==> config.mk <==
export PLATFORM = sky130hd
export DESIGN_NAME = gb_instr_issuer_flat
export DESIGN_NICKNAME = d
export VERILOG_FILES = /design/src/rtl/gb_instr_issuer_if.sv /design/src/rtl/gb_instr_issuer.sv /design/src/flat_wrapper.sv
export SDC_FILE = /design/constraint.sdc
export NUM_CORES = 1
export LEC_CHECK = 0
export CORE_MARGIN = 10
export CORE_UTILIZATION = 55
export CTS_CLUSTER_SIZE = 30
export DETAILED_ROUTE_END_ITERATION = 16
export PLACE_DENSITY_LB_ADDON = 0.15
export SLEW_MARGIN = 40
export SYNTH_ARGS = -nofsm -noshare
export SYNTH_HDL_FRONTEND = slang
export SYNTH_SLANG_ARGS = --single-unit
==> constraint.sdc <==
create_clock -name clock -period 4.85 [get_ports clock]
set_input_delay 0.485 -clock clock [delete_from_list [all_inputs] [get_ports clock]]
set_output_delay 0.485 -clock clock [all_outputs]
set_load 0.01 [all_outputs]
==> src/rtl/gb_instr_issuer_if.sv <==
// Host/processor bundle for gb_instr_issuer: host push channel, issue
// channel to the processor, probe return and the per-opcode result strobe.
interface gb_instr_issuer_if #(
  parameter int PROBE_W = 8
);
  logic               in_valid;
  logic               in_ready;
  logic [7:0]         in_instruction;
  logic               valid;
  logic [7:0]         instruction;
  logic [PROBE_W-1:0] probe;
  logic               res_valid;
  logic [7:0]         res_instruction;
  logic [PROBE_W-1:0] res_probe;
  logic               idle;

  // Issuer side: accepts host words and probe, drives everything else.
  modport master (
    input  in_valid, in_instruction, probe,
    output in_ready, valid, instruction, res_valid, res_instruction,
           res_probe, idle
  );

  // Environment side: host plus processor model.
  modport slave (
    output in_valid, in_instruction, probe,
    input  in_ready, valid, instruction, res_valid, res_instruction,
           res_probe, idle
  );
endinterface

==> src/rtl/gb_instr_issuer.sv <==
// Instruction source for gbprocessor: buffers host opcodes in a FIFO, issues
// each as a one-cycle valid pulse, waits SETTLE cycles, then returns the
// opcode together with the sampled processor probe.
module gb_instr_issuer #(
  parameter int DEPTH   = 8,
  parameter int SETTLE  = 4,
  parameter int PROBE_W = 8
) (
  input  logic              clock,
  input  logic              reset,
  gb_instr_issuer_if.master bus
);

  localparam int AW = $clog2(DEPTH);
  localparam int CW = (SETTLE > 1) ? $clog2(SETTLE) : 1;
  localparam logic [AW:0]   FULL_COUNT = (AW+1)'(DEPTH);
  localparam logic [CW-1:0] LAST_CNT   = CW'(SETTLE - 1);

  typedef enum logic {
    S_IDLE,
    S_WAIT
  } state_t;

  // FIFO storage and bookkeeping
  logic [7:0]    mem [DEPTH];
  logic [AW-1:0] wr_ptr;
  logic [AW-1:0] rd_ptr;
  logic [AW:0]   count;
  logic          full;
  logic          empty;
  logic          push;
  logic          pop;

  // FSM and registered outputs
  state_t             state_q, state_d;
  logic [CW-1:0]      cnt_q, cnt_d;
  logic               valid_q, valid_d;
  logic [7:0]         instr_q, instr_d;
  logic               res_valid_q, res_valid_d;
  logic [7:0]         res_instr_q, res_instr_d;
  logic [PROBE_W-1:0] res_probe_q, res_probe_d;

  assign full  = (count == FULL_COUNT);
  assign empty = (count == '0);
  // Full refuses a push even when the FSM pops in the same cycle.
  assign push  = bus.in_valid && !full;

  // Opcode storage write port.
  // NOTE: the storage array has no reset; entries are only read when count
  // says they hold valid data, so flushing the pointers is sufficient.
  always_ff @(posedge clock) begin
    if (push) mem[wr_ptr] <= bus.in_instruction;
  end

  // FIFO pointers and occupancy; pointers wrap naturally at DEPTH (power of two).
  // NOTE: sequential state uses non-blocking assignment so every register
  // samples the values from before the edge.
  always_ff @(posedge clock) begin
    if (reset) begin
      wr_ptr <= '0;
      rd_ptr <= '0;
      count  <= '0;
    end else begin
      if (push) wr_ptr <= wr_ptr + AW'(1);
      if (pop)  rd_ptr <= rd_ptr + AW'(1);
      unique case ({push, pop})
        2'b10:   count <= count + (AW+1)'(1);
        2'b01:   count <= count - (AW+1)'(1);
        default: count <= count;
      endcase
    end
  end

  // Next-state and next-output logic for the issue/settle sequence.
  always_comb begin
    // NOTE: every variable gets a default first so no path infers a latch.
    state_d     = state_q;
    cnt_d       = cnt_q;
    valid_d     = 1'b0;
    instr_d     = instr_q;
    res_valid_d = 1'b0;
    res_instr_d = res_instr_q;
    res_probe_d = res_probe_q;
    pop         = 1'b0;
    unique case (state_q)
      S_IDLE: begin
        if (!empty) begin
          pop     = 1'b1;
          instr_d = mem[rd_ptr];
          valid_d = 1'b1;
          cnt_d   = '0;
          state_d = S_WAIT;
        end
      end
      S_WAIT: begin
        if (cnt_q == LAST_CNT) begin
          res_valid_d = 1'b1;
          res_instr_d = instr_q;
          res_probe_d = bus.probe;
          state_d     = S_IDLE;
        end else begin
          cnt_d = cnt_q + CW'(1);
        end
      end
      default: state_d = S_IDLE;
    endcase
  end

  // State and output registers; reset drops any in-flight opcode.
  always_ff @(posedge clock) begin
    if (reset) begin
      state_q     <= S_IDLE;
      cnt_q       <= '0;
      valid_q     <= 1'b0;
      instr_q     <= 8'h00;
      res_valid_q <= 1'b0;
      res_instr_q <= 8'h00;
      res_probe_q <= '0;
    end else begin
      state_q     <= state_d;
      cnt_q       <= cnt_d;
      valid_q     <= valid_d;
      instr_q     <= instr_d;
      res_valid_q <= res_valid_d;
      res_instr_q <= res_instr_d;
      res_probe_q <= res_probe_d;
    end
  end

  assign bus.in_ready        = !full;
  assign bus.idle            = empty && (state_q == S_IDLE);
  assign bus.valid           = valid_q;
  assign bus.instruction     = instr_q;
  assign bus.res_valid       = res_valid_q;
  assign bus.res_instruction = res_instr_q;
  assign bus.res_probe       = res_probe_q;

endmodule
==> src/flat_wrapper.sv <==
// flat-port wrapper written by rule: the top's interface ports become plain ports
module gb_instr_issuer_flat 
#(
  parameter int DEPTH   = 8,
  parameter int SETTLE  = 4,
  parameter int PROBE_W = 8
)
  (clock, reset, bus_in_valid, bus_in_instruction, bus_probe, bus_in_ready, bus_valid, bus_instruction, bus_res_valid, bus_res_instruction, bus_res_probe, bus_idle);
  gb_instr_issuer_if #(.PROBE_W(PROBE_W)) bus_i ();
  input  logic clock;
  input  logic reset;
  input wire logic [$bits(bus_i.in_valid)-1:0] bus_in_valid;
  input wire logic [$bits(bus_i.in_instruction)-1:0] bus_in_instruction;
  input wire logic [$bits(bus_i.probe)-1:0] bus_probe;
  output wire logic [$bits(bus_i.in_ready)-1:0] bus_in_ready;
  output wire logic [$bits(bus_i.valid)-1:0] bus_valid;
  output wire logic [$bits(bus_i.instruction)-1:0] bus_instruction;
  output wire logic [$bits(bus_i.res_valid)-1:0] bus_res_valid;
  output wire logic [$bits(bus_i.res_instruction)-1:0] bus_res_instruction;
  output wire logic [$bits(bus_i.res_probe)-1:0] bus_res_probe;
  output wire logic [$bits(bus_i.idle)-1:0] bus_idle;
  assign bus_i.in_valid = bus_in_valid;
  assign bus_i.in_instruction = bus_in_instruction;
  assign bus_i.probe = bus_probe;
  assign bus_in_ready = bus_i.in_ready;
  assign bus_valid = bus_i.valid;
  assign bus_instruction = bus_i.instruction;
  assign bus_res_valid = bus_i.res_valid;
  assign bus_res_instruction = bus_i.res_instruction;
  assign bus_res_probe = bus_i.res_probe;
  assign bus_idle = bus_i.idle;
  gb_instr_issuer #(.DEPTH(DEPTH), .SETTLE(SETTLE), .PROBE_W(PROBE_W)) u_core (.clock(clock), .reset(reset), .bus(bus_i));
endmodule
==> impl_metrics.toml <==
[run_status]
status = "finished clean"

[timing]
finalSetupTns_ps = 0
setup_violations = 0
clock_skew_ps = 11.4
finalMaxSlewViolations = 0
fmax_mhz = 380
worst_pin_slew_ps = 862
period_minus_slack_ps = 2630
maxSlewHeadroom_pct = 42.3
hold_viol = 0
rsz0062_at_grt = "false"
post-route-period-util_pct = 54.3

[place]
gp_congestion = 0.733
dp.cells = 415
hpwl_um = 5020
place.port_buffers = 46
place_area_um2 = 4520

[drt]
drt-initial-drc-count = 104
wl_per_cell_um = 17.2
drt-pass1-iter-count = 4
vias_per_cell = 5.51
drt_wl_total_um = 7420
antenna_left = 0
route.detailed.drc = 0
route.vias.total = 2374

[final_layout]
design_area_um2 = 4720
layout.nets = 355
fin_cells = 431
insertedDiodeCount = 0
drive_gt1_share_pct = 15.2
synthToLayoutAreaGrowth_pct = 18.9

[floorplanning]
ioPinCount = 47
num_rows = 30
die_y_um = 105
fp.dieArea_um2 = 11000
die_width_um = 105
core-area_um2 = 6910
start_util_pct = 57.5

[run]
maxCapViolations = 0

[clock_tree]
clk_latency_ps = 370
cts.sinks = 103
cts_setup_buffers = 0
ctsResizeCount = 0
cts_tree = "yes"
root_buffer = "clkbuf_8"
cts_buffers = 9
clockBufferDepth = 2
htreeDepth = 3
holdBufCountCts = 0
clk_pin_slew_ps = 100

[yosys]
ys_types = 38
yosys.cell_count.top_type = "edfxtp_1"
synth_nets = 307
yosysWarnings = 0
synthArstFlopShare_pct = 0
syn-cell-area_um2 = 3970
syn_area_per_cell_um2 = 14.1
synth_area_leaders = "edfxtp_1 (48%), dfxtp_1 (20%), mux4_2 (9.1%)"
yosysTopAreaCell = "edfxtp_1"
syn_inst = 282
ys.flop_type = "edfxtp_1"
synth_top_area_share_pct = 48.4
yosysSeqAreaShare_pct = 68.1
synth-edff-count = 64
ys_seq_elements = 103
synth_common_cells = "edfxtp_1 (64), dfxtp_1 (39), nand2_1 (37)"

[worst_setup_path]
r2r_cells = 9
timing.rr.end = "u_core.count[2]"
arrival_ps = 2940
crit_path_end_kind = "register"
regToRegStartpoint = "u_core.count[0]"
worstPathRequired_ps = 5150
critPathMaxFanout = 12
worst-r2r-setup-slack_ps = 2220
start_kind = "register"
path_class = "register to register"

[global_routing]
grt_max_degree = 41
antenna_found_initial = 0
grt_pass1_vias = 2343
overflow = 0
track_usage_pct = 13.4
grt_pass1_wl_um = 11800

[power]
ir_drop_mv = 0.225
power.density_nw_per_um2 = 483
p_leak_nw = 1.54

[worst_hold_path]
min_from = "u_core.bus.res_probe[6]"
min_to = "u_core.bus.res_probe[6]"
hold_class = "register to register"
holdPathStages = 2
-- critical path, cell delays in order (launching register included) --
cell and delay [ps]:
dfxtp_1 380, nor4_1 560, nor2_2 240, ha_1 340, xor2_1 160, ha_1 190
a21oi_1 150, xor2_1 90, or3_1 310, a21oi_1 130
-- report_power, final --
part / total (mW) / switching (mW) / leakage (nW) / internal, mW
Sequential: 1.11 / 0.0840 / 0.899 / 1.03
Combinational: 0.664 / 0.347 / 0.547 / 0.317
Clock: 0.501 / 0.302 / 0.0953 / 0.199
-- how the worst max path moves through the flow --
stage / slack (ps) / to / cells past startpoint / startpoint
after floorplan: 2400 / u_core.count[3] / 10 / u_core.count[1]
after global placement: 2280 / u_core.count[2] / 9 / u_core.count[1]
after detailed placement: 2180 / u_core.count[2] / 9 / u_core.count[1]
after CTS: 2160 / u_core.count[2] / 9 / u_core.count[1]
after global routing: 2000 / u_core.count[2] / 9 / u_core.count[0]
final: 2220 / u_core.count[2] / 9 / u_core.count[0]
-- final cells by class --
class | count | area [µm²]
fillers | 515 | 2190
clock buffers | 9 | 124
repair buffers | 53 | 513
clock inverters | 7 | 66.3
inverters | 2 | 7.51
multi-input cells | 161 | 1180
well taps | 96 | 120
flip-flops and latches | 103 | 2700
-- routing by layer --
layer  track usage, %  share of wire (%)
met1             16.7                 46
met2             21.8                 48
met5                0                  0
met3             2.95                4.4
met4             5.88                1.4
-- kinds of logic after synthesis --
family / Yosys count / synth area share, %
flops: 103 / 68.1
simple gates: 93 / 11.5
compound gates: 37 / 5.08
buf+inv: 18 / 2.30
mux: 18 / 9.62
xor+xnor: 7 / 1.54
fa+ha+maj: 6 / 1.89
-- placed cells by master (no fill, tap or decap), types with 3 or more instances in the layout --
cell type        count
dfxtp_1             38
xor2_1               5
o21ai_1              3
nor2_2               4
nor2_1              17
edfxtp_1            64
nor3_1              12
nand3_1              4
mux4_2              16
clkdlybuf4s50_1     46
inv_6                3
ha_1                 6
o21ai_0              3
buf_4                7
clkbuf_8             9
a21oi_1             21
nand2_1             37
o22ai_1              8
-- stage by stage --
step / hold WS (ps) / util, % / power, mW / worst slack, ps
2_1_floorplan: 458 / - / 1.59 / 2400
3_3_place_gp: 441 / 65.4 / 1.77 / 2280
3_5_place_dp: 445 / 65.4 / 1.79 / 2180
4_1_cts: 460 / 68.2 / 2.29 / 2160
5_1_grt: 482 / 68.3 / 2.41 / 2000
6_report: 458 / 68.3 / 2.28 / 2220
-- registers in the layout, indices dropped and copies added, names as in the netlist --
name / count
u_core.mem: 64
u_core.bus.instruction: 8
u_core.bus.res_instruction: 8
u_core.bus.res_probe: 8
u_core.count: 4
u_core.rd_ptr: 3
u_core.wr_ptr: 3
u_core.cnt_q: 2
u_core.bus.res_valid: 1
u_core.bus.valid: 1
u_core.state_q: 1
(Power assumes the default switching activity.)
